## config.mk

```make
export PLATFORM = sky130hd
export DESIGN_NAME = address_sum_diff
export DESIGN_NICKNAME = d
export VERILOG_FILES = /design/src/rtl/address_sum_diff_pkg.sv /design/src/rtl/address_sum_diff_stage.sv /design/src/rtl/address_sum_diff.sv
export SDC_FILE = /design/constraint.sdc
export NUM_CORES = 1
export LEC_CHECK = 0
export BUFFER_PORTS_ARGS = -buffer_cell sky130_fd_sc_hd__clkbuf_2
export CORE_MARGIN = 1.5
export CORE_UTILIZATION = 30
export CTS_CLUSTER_DIAMETER = 50
export DETAILED_ROUTE_END_ITERATION = 16
export GPL_TIMING_DRIVEN = 1
export PLACE_DENSITY_LB_ADDON = 0.1
export SLEW_MARGIN = 20
export SYNTH_ARGS = -nofsm -noshare
export SYNTH_HDL_FRONTEND = slang
export SYNTH_SLANG_ARGS = --single-unit
```

## constraint.sdc

```tcl
create_clock -name clk -period 2.95 [get_ports clk]
set_clock_uncertainty 0.15 [all_clocks]
set_input_delay 0.1475 -clock clk [delete_from_list [all_inputs] [get_ports clk]]
set_output_delay 0.1475 -clock clk [all_outputs]
set_load 0.01 [all_outputs]
```

## src/rtl/address_sum_diff_pkg.sv

```systemverilog
`default_nettype none
// ============================================================================
//  Module   : address_sum_diff_pkg
//  Purpose  : Shared opcode constants, default geometry and segment helpers
//             for the pipelined address add/subtract unit.
//  Contents : OP_ADD, OP_SUB, DEFAULT_SIZE, DEFAULT_LEVEL,
//             seg_width(), seg_lsb()
//  Revision : 1.0  initial release
// ============================================================================
package address_sum_diff_pkg;

  localparam logic [6:0] OP_ADD        = 7'o020;
  localparam logic [6:0] OP_SUB        = 7'o021;
  localparam int         DEFAULT_SIZE  = 32;
  localparam int         DEFAULT_LEVEL = 5;

  // Segments are as even as possible. The SIZE % LEVEL leftover bits go
  // one each to the lowest segments, e.g. 32/5 -> 7,7,6,6,6 (LSB first).
  function automatic int seg_width(input int size, input int level, input int idx);
    return (size / level) + ((idx < (size % level)) ? 1 : 0);
  endfunction

  function automatic int seg_lsb(input int size, input int level, input int idx);
    int lsb;
    lsb = 0;
    for (int i = 0; i < idx; i++) begin
      lsb += seg_width(size, level, i);
    end
    return lsb;
  endfunction

endpackage : address_sum_diff_pkg
`default_nettype wire

```

## src/rtl/address_sum_diff_stage.sv

```systemverilog
`default_nettype none
// ============================================================================
//  Module   : address_sum_diff_stage
//  Purpose  : One registered segment of the split carry chain. It adds bits
//             [LSB +: WIDTH] of Aj and Ak (Ak inverted for OP_SUB) plus the
//             carry-in. The segment result is merged into the partial
//             result. Operands and opcode pass through to the next stage.
//  Ports    : clk, rst          - clock, synchronous active-high reset
//             i_aj/i_ak/i_instr - operands and opcode of this operation
//             i_res             - partial result from the previous stage
//             i_cin             - carry into this segment
//             o_aj/o_ak/o_instr - registered pass-through
//             o_res             - registered partial result
//             o_cout            - registered carry out of this segment
//  Revision : 1.0  initial release
// ============================================================================
module address_sum_diff_stage
  import address_sum_diff_pkg::*;
#(
  parameter int SIZE  = DEFAULT_SIZE,
  parameter int LSB   = 0,
  parameter int WIDTH = 7
) (
  input  logic            clk,
  input  logic            rst,
  input  logic [SIZE-1:0] i_aj,
  input  logic [SIZE-1:0] i_ak,
  input  logic [6:0]      i_instr,
  input  logic [SIZE-1:0] i_res,
  input  logic            i_cin,
  output logic [SIZE-1:0] o_aj,
  output logic [SIZE-1:0] o_ak,
  output logic [6:0]      o_instr,
  output logic [SIZE-1:0] o_res,
  output logic            o_cout
);

  logic            w_is_sub;
  logic            w_legal;
  logic [WIDTH-1:0] w_b_seg;
  logic [WIDTH:0]   w_sum;

  logic [SIZE-1:0] aj_d, aj_q;
  logic [SIZE-1:0] ak_d, ak_q;
  logic [6:0]      instr_d, instr_q;
  logic [SIZE-1:0] res_d, res_q;
  logic            cout_d, cout_q;

  assign w_is_sub = (i_instr == OP_SUB);
  assign w_legal  = (i_instr == OP_ADD) || w_is_sub;
  // Subtraction is Aj + ~Ak + 1. The +1 enters as the carry-in of the
  // lowest segment, which the top supplies.
  assign w_b_seg  = w_is_sub ? ~i_ak[LSB +: WIDTH] : i_ak[LSB +: WIDTH];
  assign w_sum    = {1'b0, i_aj[LSB +: WIDTH]} + {1'b0, w_b_seg}
                  + {{WIDTH{1'b0}}, i_cin};

  always_comb begin
    aj_d    = i_aj;
    ak_d    = i_ak;
    instr_d = i_instr;
    res_d   = i_res;
    // Unknown opcodes force every segment to zero, so the final result is 0.
    res_d[LSB +: WIDTH] = w_legal ? w_sum[WIDTH-1:0] : {WIDTH{1'b0}};
    cout_d  = w_sum[WIDTH];
  end

  always_ff @(posedge clk) begin
    if (rst) begin
      aj_q    <= '0;
      ak_q    <= '0;
      instr_q <= '0;
      res_q   <= '0;
      cout_q  <= 1'b0;
    end else begin
      aj_q    <= aj_d;
      ak_q    <= ak_d;
      instr_q <= instr_d;
      res_q   <= res_d;
      cout_q  <= cout_d;
    end
  end

  assign o_aj    = aj_q;
  assign o_ak    = ak_q;
  assign o_instr = instr_q;
  assign o_res   = res_q;
  assign o_cout  = cout_q;

endmodule : address_sum_diff_stage
`default_nettype wire

```

## src/rtl/address_sum_diff.sv

```systemverilog
`default_nettype none
// ============================================================================
//  Module   : address_sum_diff
//  Purpose  : Pipelined address adder/subtractor. Ai = Aj + Ak (OP_ADD) or
//             Aj - Ak (OP_SUB) mod 2^SIZE. Any other opcode gives 0. One
//             operation is accepted per cycle. The result appears LEVEL
//             cycles after it is sampled.
//  Ports    : i_Aj, i_Ak - operands      i_Instr - 7-bit opcode
//             clk        - clock         rst     - sync active-high reset
//             o_Ai       - registered result
//             o_Valid    - (ADDRESS_SUM_DIFF_VALID_EN only) result came from
//                          a legal opcode
//  Config   : `define ADDRESS_SUM_DIFF_VALID_EN to add o_Valid.
//  Note     : requires 1 <= LEVEL <= SIZE.
//  Revision : 1.0  initial release
// ============================================================================
module address_sum_diff
  import address_sum_diff_pkg::*;
#(
  parameter int SIZE  = DEFAULT_SIZE,
  parameter int LEVEL = DEFAULT_LEVEL
) (
  input  logic [SIZE-1:0] i_Aj,
  input  logic [SIZE-1:0] i_Ak,
  input  logic [6:0]      i_Instr,
  input  logic            clk,
  output logic [SIZE-1:0] o_Ai,
  input  logic            rst
`ifdef ADDRESS_SUM_DIFF_VALID_EN
  ,
  output logic            o_Valid
`endif
);

  // Input rank: operands and opcode are captured together. Stage k then
  // adds segment k, one edge later per stage. The result is therefore
  // visible LEVEL edges after sampling.
  logic [SIZE-1:0] aj_d, aj_q;
  logic [SIZE-1:0] ak_d, ak_q;
  logic [6:0]      instr_d, instr_q;

  always_comb begin
    aj_d    = i_Aj;
    ak_d    = i_Ak;
    instr_d = i_Instr;
  end

  always_ff @(posedge clk) begin
    if (rst) begin
      aj_q    <= '0;
      ak_q    <= '0;
      instr_q <= '0;
    end else begin
      aj_q    <= aj_d;
      ak_q    <= ak_d;
      instr_q <= instr_d;
    end
  end

  // Chain element k feeds stage k. Element LEVEL is the last stage's output.
  logic [SIZE-1:0] w_aj    [0:LEVEL];
  logic [SIZE-1:0] w_ak    [0:LEVEL];
  logic [6:0]      w_instr [0:LEVEL];
  logic [SIZE-1:0] w_res   [0:LEVEL];
  logic            w_carry [0:LEVEL];

  assign w_aj[0]    = aj_q;
  assign w_ak[0]    = ak_q;
  assign w_instr[0] = instr_q;
  assign w_res[0]   = '0;
  // The lowest segment's carry-in supplies the +1 of two's complement.
  assign w_carry[0] = (instr_q == OP_SUB);

  for (genvar k = 0; k < LEVEL; k++) begin : g_stage
    localparam int SEG_LSB   = seg_lsb(SIZE, LEVEL, k);
    localparam int SEG_WIDTH = seg_width(SIZE, LEVEL, k);

    address_sum_diff_stage #(
      .SIZE  (SIZE),
      .LSB   (SEG_LSB),
      .WIDTH (SEG_WIDTH)
    ) u_stage (
      .clk     (clk),
      .rst     (rst),
      .i_aj    (w_aj[k]),
      .i_ak    (w_ak[k]),
      .i_instr (w_instr[k]),
      .i_res   (w_res[k]),
      .i_cin   (w_carry[k]),
      .o_aj    (w_aj[k+1]),
      .o_ak    (w_ak[k+1]),
      .o_instr (w_instr[k+1]),
      .o_res   (w_res[k+1]),
      .o_cout  (w_carry[k+1])
    );
  end

  // The final carry is discarded. Operands leaving the last stage have no
  // consumer.
  logic [2*SIZE+7:0] w_tail_unused;
  assign w_tail_unused = {w_aj[LEVEL], w_ak[LEVEL], w_instr[LEVEL], w_carry[LEVEL]};

  assign o_Ai = w_res[LEVEL];

`ifdef ADDRESS_SUM_DIFF_VALID_EN
  // Legality is decided at the input. Only the single bit travels the
  // pipeline, so o_Valid comes straight from a flop.
  logic [LEVEL:0] valid_d, valid_q;

  always_comb begin
    valid_d = {valid_q[LEVEL-1:0], (i_Instr == OP_ADD) || (i_Instr == OP_SUB)};
  end

  always_ff @(posedge clk) begin
    if (rst) begin
      valid_q <= '0;
    end else begin
      valid_q <= valid_d;
    end
  end

  assign o_Valid = valid_q[LEVEL];
`endif

endmodule : address_sum_diff
`default_nettype wire

```

# After elaboration in Yosys (flattened, before gate mapping)
# Cells that the tools add are included.
# word_totals
regBits	458
inputBits	73
output_inout_bits	32
word_cells	73
# classes
n_addsub	10
eq_ne	10
mux	5
bitwise	10
reduce_logical	10
# op_table
operator	n
7-bit by 5-bit == test with 1-bit output (second input constant)	10
6-bit two-way mux	3
6-bit inverter	3
7-bit by 7-bit adder with 8-bit output	2
8-bit by 1-bit adder with 8-bit output	2
6-bit by 6-bit adder with 7-bit output	2
7-bit by 1-bit adder with 7-bit output	2
7-bit two-way mux	2
7-bit inverter	2
2-bit OR reduction	5
6-bit by 1-bit adder with 6-bit output	1
6-bit adder	1
1-bit logical OR	5
1-bit inverter	5

# Logic depth before layout (Yosys ltp)
# logic_depth
depth_word	4
ltp_mapped	13

# Hierarchy
# A second synthesis with hierarchy kept.
# unflattened
cells_unflattened	1454
hier_area_um2	17558.1
# by_module_without_submodules
module	instances	cells_per_inst	area_per_inst_um2	seq_area_each_um2
address_sum_diff_stage at g_stage[0].u_stage ...	2	263	3139.3	2082.0
address_sum_diff_stage at g_stage[3].u_stage ...	2	259	3110.5	2082.0
address_sum_diff_stage at g_stage[2].u_stage	1	257	3135.5	2082.0
address_sum_diff	1	153	1923.1	1421.4

# Worst setup path before layout
# Ideal clock, no wire load.
# synth_timing
path_type	register -> register
from	register g_stage[1].u_stage.instr_q[1]
to	register g_stage[2].u_stage.cout_q
t_arrival_ps	2506
required_ps	2673
path_slack_ps	167
path_stages_with_launch	13
path_buffers	0
period_less_slack_ps	2783
cell_sequence	dfxtp_1 > or4_1 > nor2_1 > nand2_1 > xor2_1 > fa_1 > inv_1 > fa_1 > a21o_1 > a21oi_1 > o21bai_1 > a21oi_1 > nor2_1
# synth_via
elab_chain_len	4
# synth_rtl
element	line	rtl
start: declaration	address_sum_diff_stage.sv:45	logic [6:0] instr_d, instr_q;
start signal: assignment	address_sum_diff_stage.sv:77	instr_q <= instr_d;
7-bit by 5-bit == test with 1-bit output	address_sum_diff_stage.sv:49	assign w_is_sub = (i_instr == OP_SUB);
6-bit two-way mux	address_sum_diff_stage.sv:53	assign w_b_seg = w_is_sub ? ~i_ak[LSB +: WIDTH] : i_ak[LSB +: WIDTH];
6-bit by 6-bit adder with 7-bit output	address_sum_diff_stage.sv:54	assign w_sum = {1'b0, i_aj[LSB +: WIDTH]} + {1'b0, w_b_seg}
7-bit by 1-bit adder with 7-bit output	address_sum_diff_stage.sv:55	+ {{WIDTH{1'b0}}, i_cin};
end signal: assignment	address_sum_diff_stage.sv:79	cout_q <= cout_d;
end: declaration	address_sum_diff_stage.sv:47	logic cout_d, cout_q;
# Every way passes these cells.
# A chain may end at the register's enable or synchronous reset.

# Final worst setup path
# Same ends and word-level chain as after synthesis.

==> impl_metrics.tcl <==
set metrics [dict create \
    port_buffers 104 \
    cp.required_ns 3.17 \
    critical_path_class "flop to flop" \
    fmax_mhz 356.3 \
    drc 0 \
    cp.arrival_ns 3.02 \
    finalSetupViolCount 0 \
    final_max_slew_viol_count 0 \
    nets 1180 \
    synthCells 882 \
    p_per_area_nw_per_um2 711.0 \
    gp_congestion 0.7220 \
    cp-start-kind "flop" \
    cts.sinks 324 \
    cts_buffer_depth 3 \
    antenna_found_initial 1 \
    path_common_cell "fa_1" \
    syn_avg_cell_area_um2 11.54 \
    dp_hpwl_um 10920 \
    hold_ws_ns 0.2372 \
    final_util_pct 39.87 \
    gr-total-overflow 0 \
    slew_headroom_pct 55.00 \
    cts-root-buf "clkbuf_16" \
    fin_area_um2 13340 \
    path_clk_slew_ns 0.06 \
    syn_nets 990 \
    initial_core_util_pct 30.43 \
    vias 5871 \
    grt_pass1_wl_um 28970 \
    synth_cell_types 36 \
    critical_path.max_fanout 2 \
    tightest_slew_ns 0.6749 \
    route.detailed.vias_per_inst 3.795 \
    num_antenna_cells 0 \
    finalHoldViolations 0 \
    grt_start_max_net_pins 116 \
    switchingPower_mw 1.941 \
    dr.pass1.iters 4 \
    grt_use_total_pct 9.974 \
    ant_nets 0 \
    slowest_stage "or4_1" \
    max_cap_violations 0 \
    place_area_um2 11210 \
    crit_path_end_kind "flop" \
    cts_setup_buffers 0 \
    p_seq_share_pct 47.8 \
    cts_tree "built" \
    die_area_um2 35040 \
    path_buf_inv 1 \
    chipHeight_um 187.2 \
    clk_latency_ns 0.51 \
    syn2layout_area_growth_pct 31.01 \
    rsz0062_at_grt "true" \
    irDropWorstVdd_uv 332.7 \
    synth-seq-area-share_pct 63.72 \
    power.leakage_nw 5.556 \
    cts_buffers 39 \
    crit_chain "or4_1, nor2_2, nand2_2, xor2_2, fa_1, inv_1, fa_1, a21o_1, a21oi_2, o21bai_1, a21oi_1, nor2_1" \
    drtIter0Drc 145 \
    status "finished, final reports clean" \
    power_switching_share_pct 20.47 \
    wire_per_inst_um 11.00 \
    wl_um 17010 \
    fin_crit_sh_pct 95.15 \
    cp_slowest_stage_delay_ns 0.55 \
    rows 67 \
    path_delay_family "simple AND/OR/NAND/NOR gates" \
    drive_gt1_share_pct 17.83 \
    grt_pass1_vias 5953 \
    pwr-share-clk_pct 48.3 \
    ioPinCount 105 \
    combPwrFrac_pct 4.0 \
    internal-power_mw 7.541 \
    ys_warn_count 0 \
    ys_ff_latch 324 \
    core-area_um2 33450 \
    htree_levels 2 \
    die_x_um 187.2 \
    syn_area_um2 10180 \
    period_needed_ns 2.807 \
    hold_path.class "input port to flop" \
]
==> placed cells by master (no fill, tap or decap), types with 11 or more instances in the layout <==
cell,count
dlygate4sd3_1,73
nor2_1,32
xor2_1,12
clkbuf_2,103
nor2b_1,295
clkbuf_16,41
o21a_1,11
dfxtp_1,324
inv_1,23
xnor2_1,25
ha_1,26
==> final timing paths <==
check	startpoint	to	slack, ns	cells after the start
max	g_stage[1].u_stage.o_instr[1]	g_stage[2].u_stage.o_cout	0.14	12
min	i_Aj[5]	aj_q[5]	0.24	3
max reg2reg	g_stage[1].u_stage.o_instr[1]	g_stage[2].u_stage.o_cout	0.14	12
min reg2reg	g_stage[0].u_stage.o_ak[24]	g_stage[1].u_stage.o_ak[24]	0.28	1
==> state kept, by name, indices dropped and copies added, names as in the netlist <==
register and count:
g_stage.u_stage.o_instr 28, g_stage.u_stage.o_res 99, aj_q 32, g_stage.u_stage.o_cout 4, instr_q 7, g_stage.u_stage.o_aj 61
ak_q 32, g_stage.u_stage.o_ak 61
==> cells by family (layout without fill, tap and decap cells) <==
family / Yosys count / after routing / share of synthesized area [%]
AND/OR/NAND/NOR: 364 / 364 / 21.51
flip-flops: 324 / 324 / 63.72
buffers and inverters: 60 / 277 / 2.225
AO/OA/AOI/OAI: 54 / 54 / 3.675
XOR/XNOR: 44 / 44 / 3.786
adder cells (fa/ha/maj): 35 / 35 / 4.966
multiplexers: 1 / 1 / 0.1106
==> synth_stat cells <==
master    instances  area, µm²
a21oi_1           9      45.04
buf_2             1      5.000
nand2b_1          3      18.77
nor2_1           33      123.9
nor3_1           10      50.05
a21o_1            6      45.04
o21bai_1          5      37.54
or4b_1            1      10.01
inv_1            23      86.33
o31a_1            4      35.03
clkbuf_1         36      135.1
nor4_1            2      12.51
dfxtp_1         324       6486
or3_1             2      12.51
nand2_1           7      26.28
ha_1             26      325.3
a211oi_1          9      67.56
and2_1            2      12.51
nor3_4            1      16.27
or4_1             2      15.01
and4_1            1      8.760
xor2_1           14      122.6
nor2b_1         295       1846
nor3b_1           1      7.510
o21ai_0           7      35.03
or4_4             1      11.26
a221oi_1          1      8.760
xnor2_1          30      262.8
a32o_1            1      10.01
nand3b_1          1      7.510
or2_2             1      6.260
o31ai_1           1      7.510
o21a_1           11      82.58
mux2_2            1      11.26
nand3_1           1      5.000
fa_1              9      180.2
==> routing by layer <==
metal,vias up,share of wire (%),global-route usage (%)
met3,39,4.7,2.439
met2,112,40,14.63
li1,3143,-,-
met4,0,2.9,3.877
met1,2577,52,14.05
met5,-,0,0
==> worst reg2reg max path, stage by stage, from the launching register on <==
cell and delay [ns]:
dfxtp_1 0.30, or4_1 0.55, nor2_2 0.11, nand2_2 0.09, xor2_2 0.16, fa_1 0.22, inv_1 0.06, fa_1 0.40
a21o_1 0.19, a21oi_2 0.17, o21bai_1 0.08, a21oi_1 0.15, nor2_1 0.05
==> per-stage QoR <==
step                      cells   TNS, ns  setup slack [ns]  power [mW]
after global routing       1547  -0.05075          -0.05075       9.892
after CTS                  1547         0           0.01488       9.646
after floorplan             882         0            0.1669       4.821
after global placement     1406         0           0.09178       4.929
after detailed placement   1406         0           0.02127       4.927
final                      1547         0            0.1431       9.481
==> power groups by stage <==
stage	combinational [mW]	sequential [mW]	clock, mW
final	0.378	4.53	4.57
after global routing	0.428	4.54	4.93
after CTS	0.380	4.53	4.74
after detailed placement	0.304	4.62	0
after global placement	0.307	4.62	0
after floorplan	0.214	4.61	0
==> repair_timing <==
action	4_1_cts	5_1_grt
endpoints found under the setup margin	1	13
endpoints found under the hold margin	92	0
pin swaps	0	2
resized for setup	1	23
hold buffers	73	0
==> area by class of cell <==
cell class              count  area, µm²
multi-input cells         498       3590
fillers                  3292      20110
inverters                  23      86.33
clock buffers              58       1170
repair buffers            186       1345
clock inverters            10      97.59
flip-flops and latches    324       6486
well taps                 448      560.5
(Power assumes the default switching activity.)
